## src/rtl/ws2812_pkg.sv

```systemverilog
// Shared types and default timing for the WS2812 frame scheduler.
package ws2812_pkg;

    typedef enum logic [2:0] {
        IDLE,
        ARM,
        FIRE,
        TX,
        GAP
    } state_e;

    // 300 us latch gap, 60 Hz refresh, 20 ms frame abort at 200 MHz
    localparam int unsigned DEF_RESET_CYCLES = 60000;
    localparam int unsigned DEF_AUTO_PERIOD  = 3333333;
    localparam int unsigned DEF_TX_TIMEOUT   = 4000000;

    localparam int unsigned DROP_W  = 8;
    localparam int unsigned FRAME_W = 16;

    function automatic int unsigned cnt_width(input int unsigned n);
        return (n > 2) ? $clog2(n) : 1;
    endfunction

endpackage

```

## src/rtl/ws2812_tick_gen.sv

```systemverilog
// Free-running period counter; tick is high on the last count while enabled.
module ws2812_tick_gen
    import ws2812_pkg::*;
#(
    parameter int unsigned PERIOD = DEF_AUTO_PERIOD
) (
    input  logic clk_i,
    input  logic rst_i,
    input  logic en_i,
    output logic tick_o
);

    localparam int unsigned   W    = cnt_width(PERIOD);
    localparam logic [W-1:0]  LAST = W'(PERIOD - 1);

    logic [W-1:0] cnt_q, cnt_d;

    // Disabled counter parks at zero so the first tick is a full period after enable
    always_comb begin
        cnt_d = '0;
        if (en_i && (cnt_q != LAST)) begin
            cnt_d = cnt_q + 1'b1;
        end
    end

    always_ff @(posedge clk_i) begin
        if (rst_i) begin
            cnt_q <= '0;
        end else begin
            cnt_q <= cnt_d;
        end
    end

    assign tick_o = en_i && (cnt_q == LAST);

endmodule

```

## src/rtl/ws2812_frame_scheduler.sv

```systemverilog
// Frame refresh sequencer: trigger merge, RAM arbitration, read pulse, timeout and latch gap.
module ws2812_frame_scheduler
    import ws2812_pkg::*;
#(
    parameter int unsigned RESET_CYCLES = DEF_RESET_CYCLES,
    parameter int unsigned AUTO_PERIOD  = DEF_AUTO_PERIOD,
    parameter int unsigned TX_TIMEOUT   = DEF_TX_TIMEOUT
) (
    input  logic               clk,
    input  logic               Rst,
    input  logic               sw_trig,
    input  logic               auto_en,
    input  logic               wr_busy,
    input  logic               tx_done,
    input  logic               clr_status,
    output logic               read_out,
    output logic               wr_gnt,
    output logic               frame_busy,
    output logic               err_timeout,
    output logic [DROP_W-1:0]  drop_cnt,
    output logic [FRAME_W-1:0] frame_cnt
);

    localparam int unsigned       GAP_W    = cnt_width(RESET_CYCLES);
    localparam int unsigned       TMO_W    = cnt_width(TX_TIMEOUT);
    localparam logic [GAP_W-1:0]  GAP_LAST = GAP_W'(RESET_CYCLES - 1);
    localparam logic [TMO_W-1:0]  TMO_LAST = TMO_W'(TX_TIMEOUT - 1);

    state_e               state_q, state_d;
    logic                 pending_q, pending_d;
    logic [GAP_W-1:0]     gap_q, gap_d;
    logic [TMO_W-1:0]     tmo_q, tmo_d;
    logic                 read_q, gnt_q, busy_q;
    logic                 err_q, err_d;
    logic [DROP_W-1:0]    drop_q, drop_d;
    logic [FRAME_W-1:0]   frame_q, frame_d;
    logic                 auto_tick;
    logic                 trig;
    logic                 timeout_hit;

    ws2812_tick_gen #(
        .PERIOD (AUTO_PERIOD)
    ) u_tick (
        .clk_i  (clk),
        .rst_i  (Rst),
        .en_i   (auto_en),
        .tick_o (auto_tick)
    );

    assign trig = sw_trig | auto_tick;

    always_comb begin
        state_d     = state_q;
        pending_d   = pending_q;
        gap_d       = '0;
        tmo_d       = '0;
        err_d       = err_q;
        drop_d      = drop_q;
        frame_d     = frame_q;
        timeout_hit = 1'b0;

        if (clr_status) begin
            err_d  = 1'b0;
            drop_d = '0;
        end

        // FIRE consumes the pending request; a trigger in that same cycle becomes the next one
        if (state_q == FIRE) begin
            pending_d = trig;
        end else if (trig) begin
            pending_d = 1'b1;
            if (pending_q) begin
                drop_d = (drop_q == '1) ? drop_q : drop_q + 1'b1;
            end
        end

        case (state_q)
            IDLE: begin
                if (pending_q || trig) state_d = ARM;
            end
            ARM: begin
                if (!wr_busy) state_d = FIRE;
            end
            FIRE: begin
                frame_d = frame_q + 1'b1;
                tmo_d   = tmo_q + 1'b1;
                state_d = TX;
            end
            TX: begin
                tmo_d = tmo_q + 1'b1;
                if (tx_done) begin
                    state_d = GAP;
                end else if (tmo_q == TMO_LAST) begin
                    state_d     = GAP;
                    timeout_hit = 1'b1;
                end
            end
            GAP: begin
                gap_d = gap_q + 1'b1;
                if (gap_q == GAP_LAST) begin
                    gap_d   = '0;
                    state_d = (pending_q || trig) ? ARM : IDLE;
                end
            end
            default: state_d = IDLE;
        endcase

        if (timeout_hit) err_d = 1'b1;
    end

    // Outputs are registered from the next state so they line up with state_q
    always_ff @(posedge clk) begin
        if (Rst) begin
            state_q   <= IDLE;
            pending_q <= 1'b0;
            gap_q     <= '0;
            tmo_q     <= '0;
            read_q    <= 1'b0;
            gnt_q     <= 1'b1;
            busy_q    <= 1'b0;
            err_q     <= 1'b0;
            drop_q    <= '0;
            frame_q   <= '0;
        end else begin
            state_q   <= state_d;
            pending_q <= pending_d;
            gap_q     <= gap_d;
            tmo_q     <= tmo_d;
            read_q    <= (state_d == FIRE);
            gnt_q     <= (state_d == IDLE) || (state_d == GAP);
            busy_q    <= (state_d != IDLE);
            err_q     <= err_d;
            drop_q    <= drop_d;
            frame_q   <= frame_d;
        end
    end

    assign read_out    = read_q;
    assign wr_gnt      = gnt_q;
    assign frame_busy  = busy_q;
    assign err_timeout = err_q;
    assign drop_cnt    = drop_q;
    assign frame_cnt   = frame_q;

endmodule
```

## config.mk

```make
export PLATFORM = sky130hd
export DESIGN_NAME = ws2812_frame_scheduler
export DESIGN_NICKNAME = d
export VERILOG_FILES = /design/src/rtl/ws2812_pkg.sv /design/src/rtl/ws2812_tick_gen.sv /design/src/rtl/ws2812_frame_scheduler.sv
export SDC_FILE = /design/constraint.sdc
export NUM_CORES = 1
export LEC_CHECK = 0
export BUFFER_PORTS_ARGS = -buffer_cell sky130_fd_sc_hd__buf_2
export CAP_MARGIN = 10
export CORE_UTILIZATION = 60
export CTS_BUF_LIST = sky130_fd_sc_hd__clkbuf_8
export DETAILED_ROUTE_END_ITERATION = 10
export PLACE_DENSITY = 0.8
export RECOVER_POWER = 100
export SETUP_SLACK_MARGIN = 0.2
export SLEW_MARGIN = 40
export SYNTH_ARGS = -nofsm -noshare
export SYNTH_HDL_FRONTEND = slang
export SYNTH_SLANG_ARGS = --single-unit
```

## constraint.sdc

```tcl
create_clock -name clk -period 2.3 [get_ports clk]
set_input_delay 0.23 -clock clk [delete_from_list [all_inputs] [get_ports clk]]
set_output_delay 0.23 -clock clk [all_outputs]
set_load 0.05 [all_outputs]
```

==> out/qor.yml <==
sta:
  max_freq_mhz: 461
  setup-tns-final_ns: 0
  worst_pin_slew_ns: 1.00
  rsz0062_at_grt: "true"
  setup_slack_ns: 0.130
  skew_ns: 0.00895
  whs_ns: 0.209
  post-route-period-util: 0.944
  finalCriticalPeriod_ns: 2.17
  hold_viol: 0
  relSlewSlack: 0.333
  slew_viol_final: 0
  setup_viol_count_final: 0
cts:
  cts_tree: "done"
  clock_latency_ns: 0.35
  cts_buffers: 9
  ctsHoldBuffers: 0
  cts_root_buf: "clkbuf_8"
  htreeDepth: 3
  cts.clk_slew.worst_paths_ns: 0.09
  cts_sinks: 92
  cts_buffer_depth: 2
final_layout:
  register_area_mm2: 0.00184
  fin_util: 0.703
  fin_nets: 532
  mostFrequentLayoutCells: "dfxtp_1, nor2_1, nand2_1, nand3_1, xnor2_1"
  stdcell_area_mm2: 0.00459
  multi_input_area_mm2: 0.00218
  antenna_cells: 0
  instances_no_fill: 600
  nFillCells: 539
  final_common_cell: "dfxtp_1"
  areaGrowthSynthToFinish_pct: 10.5
  drive_gt1_frac: 0.0669
synthesis:
  ys_types: 50
  ys_seq_area_frac: 0.443
  syn_nets: 493
  async_reset_ff_frac: 0
  synth-edff-count: 0
  yosysWarnings: 0
  syn_inst: 480
  synth-seq-cells: 92
  synth_area_mm2: 0.00416
  synth_area_per_cell_um2: 8.66
  synth-main-ff-cell: "dfxtp_1"
global_routing:
  grt_overflow_total: 0
  grt_pass1_vias: 3155
  grt_pass1_wl_mm: 13.8
  grt_usage: 0.235
  grt_max_degree: 23
  antenna_found_initial: 0
route:
  vias_per_cell: 5.67
  drc: 0
  drt_iter0_markers: 151
  first_pass_iters: 4
  ant_nets: 0
  wl_mm: 8.06
  vias: 3401
  avgRoutedWirePerCell_um: 13.4
floorplan:
  die_h_um: 85.3
  die_w_um: 85.3
  fp-row-count: 29
  initial_core_util: 0.637
  die_area_mm2: 0.00727
  io_pins: 35
  core-area_mm2: 0.00653
worst_setup_path:
  timing.critical_path.max_delay_family: "simple AND/OR/NAND/NOR gates"
  worstSetupStartpoint: "tmo_q[13]"
  cp_max_fo: 4
  cp_data_arrival_time_ns: 2.40
  critPathKind: "reg2reg"
  path_cells: "or4_1 -> or4_1 -> o31ai_4 -> o211a_1 -> o41ai_1"
  cpMostUsedCell: "or4_1"
  worstSetupStartpointType: "flip-flop"
  critPathMaxStageDelay_ns: 0.61
  end_kind: "flip-flop"
  rr_startpoint: "tmo_q[13]"
  slowest_stage: "or4_1"
  path_buf_inv: 0
  worstPathRequired_ns: 2.53
worst_hold_path:
  hold_start: "sw_trig"
  worstHoldPathType: "in2reg"
placed_design:
  place.gp.congestion: 0.821
  io_buffers: 34
  dp_slack_ns: 0.204
  place_inst: 584
  dpl-instance-area_mm2: 0.00442
  hpwl_mm: 5.54
pwr:
  peakVddDrop_uv: 339
  powerDensity_mw_per_mm2: 656
  leakagePower_nw: 1.54
  power_mw: 3.02
status:
  outcome: "completed"
flow_run:
  maxCapViolCount: 0
## power by group
group / switching (mW) / leakage (nW) / internal, mW
Sequential: 0.0271 / 0.744 / 1.62
Combinational: 0.142 / 0.687 / 0.0566
Clock: 0.539 / 0.114 / 0.632
## kinds of logic (layout without fill, tap and decap cells)
| kind of cell | after synthesis | count (layout) | share of synthesized area |
|---|---|---|---|
| flip-flops | 92 | 92 | 0.443 |
| AND/OR/NAND/NOR | 240 | 240 | 0.293 |
| adder cells (fa/ha/maj) | 6 | 6 | 0.0181 |
| AO/OA/AOI/OAI | 46 | 46 | 0.0809 |
| buffers and inverters | 33 | 76 | 0.0325 |
| XOR/XNOR | 63 | 63 | 0.133 |
## state kept, by name, indices dropped and copies added (netlist names), 3 cells and up
register,cells
gap_q,16
state_q,3
drop_cnt,8
frame_cnt,16
u_tick.cnt_q,22
tmo_q,22
## routing by layer
metal | wire (µm) | track usage | up-vias
met5 | 0 | 0 | -
met4 | 133 | 0.117 | 0
met3 | 277 | 0.0360 | 11
met2 | 3720 | 0.390 | 57
met1 | 3930 | 0.298 | 1585
li1 | - | - | 1748
## cells in the mapped netlist (2+ instances only)
library cell	number	area [µm²]
and4_1	5	43.8
nand3_1	32	160
ha_1	6	75.1
and2_1	5	31.3
nor2_1	83	312
o21ai_0	9	45.0
nand2_1	32	120
o211ai_1	2	15.0
nor2b_1	2	12.5
a32o_1	2	20.0
or4_1	5	37.5
and3_1	14	87.6
a21oi_1	11	55.1
nand4_1	18	113
dfxtp_1	92	1840
inv_1	18	67.6
nor3b_1	2	15.0
nor4_1	6	37.5
a311oi_1	2	17.5
buf_2	3	15.0
xnor2_1	32	280
or3_1	6	37.5
a22o_1	2	17.5
nor3_1	16	80.1
xor2_1	31	272
clkbuf_1	10	37.5
nand4b_1	4	35.0
o31ai_1	5	37.5
o21a_1	2	15.0
o22a_1	3	26.3
## tightest hold or removal path: stages
cell and delay (ns):
buf_2 0.11, a21oi_1 0.04, a21oi_1 0.13
## what timing repair did
action,CTS,global route
resized for setup,2,6
buffers inserted,0,1
pin swaps,1,4
setup endpoints to repair,5,21
hold endpoints to repair,0,0
## path summary, 6_finish.rpt
path | endpoint | slack, ns | cells past startpoint
max | state_q[0] | 0.13 | 5
min | pending_q | 0.21 | 3
max reg2reg | state_q[0] | 0.13 | 5
min reg2reg | u_tick.cnt_q[0] | 0.47 | 1
## area by class of cell
class,count,share of cell area
clock buffers,10,0.0300
clock inverters,5,0.0169
inverters,18,0.0147
multi-input cells,355,0.475
flip-flops and latches,92,0.401
well taps,77,0.0210
repair buffers,43,0.0406
Power figures use the tool's default switching activity.
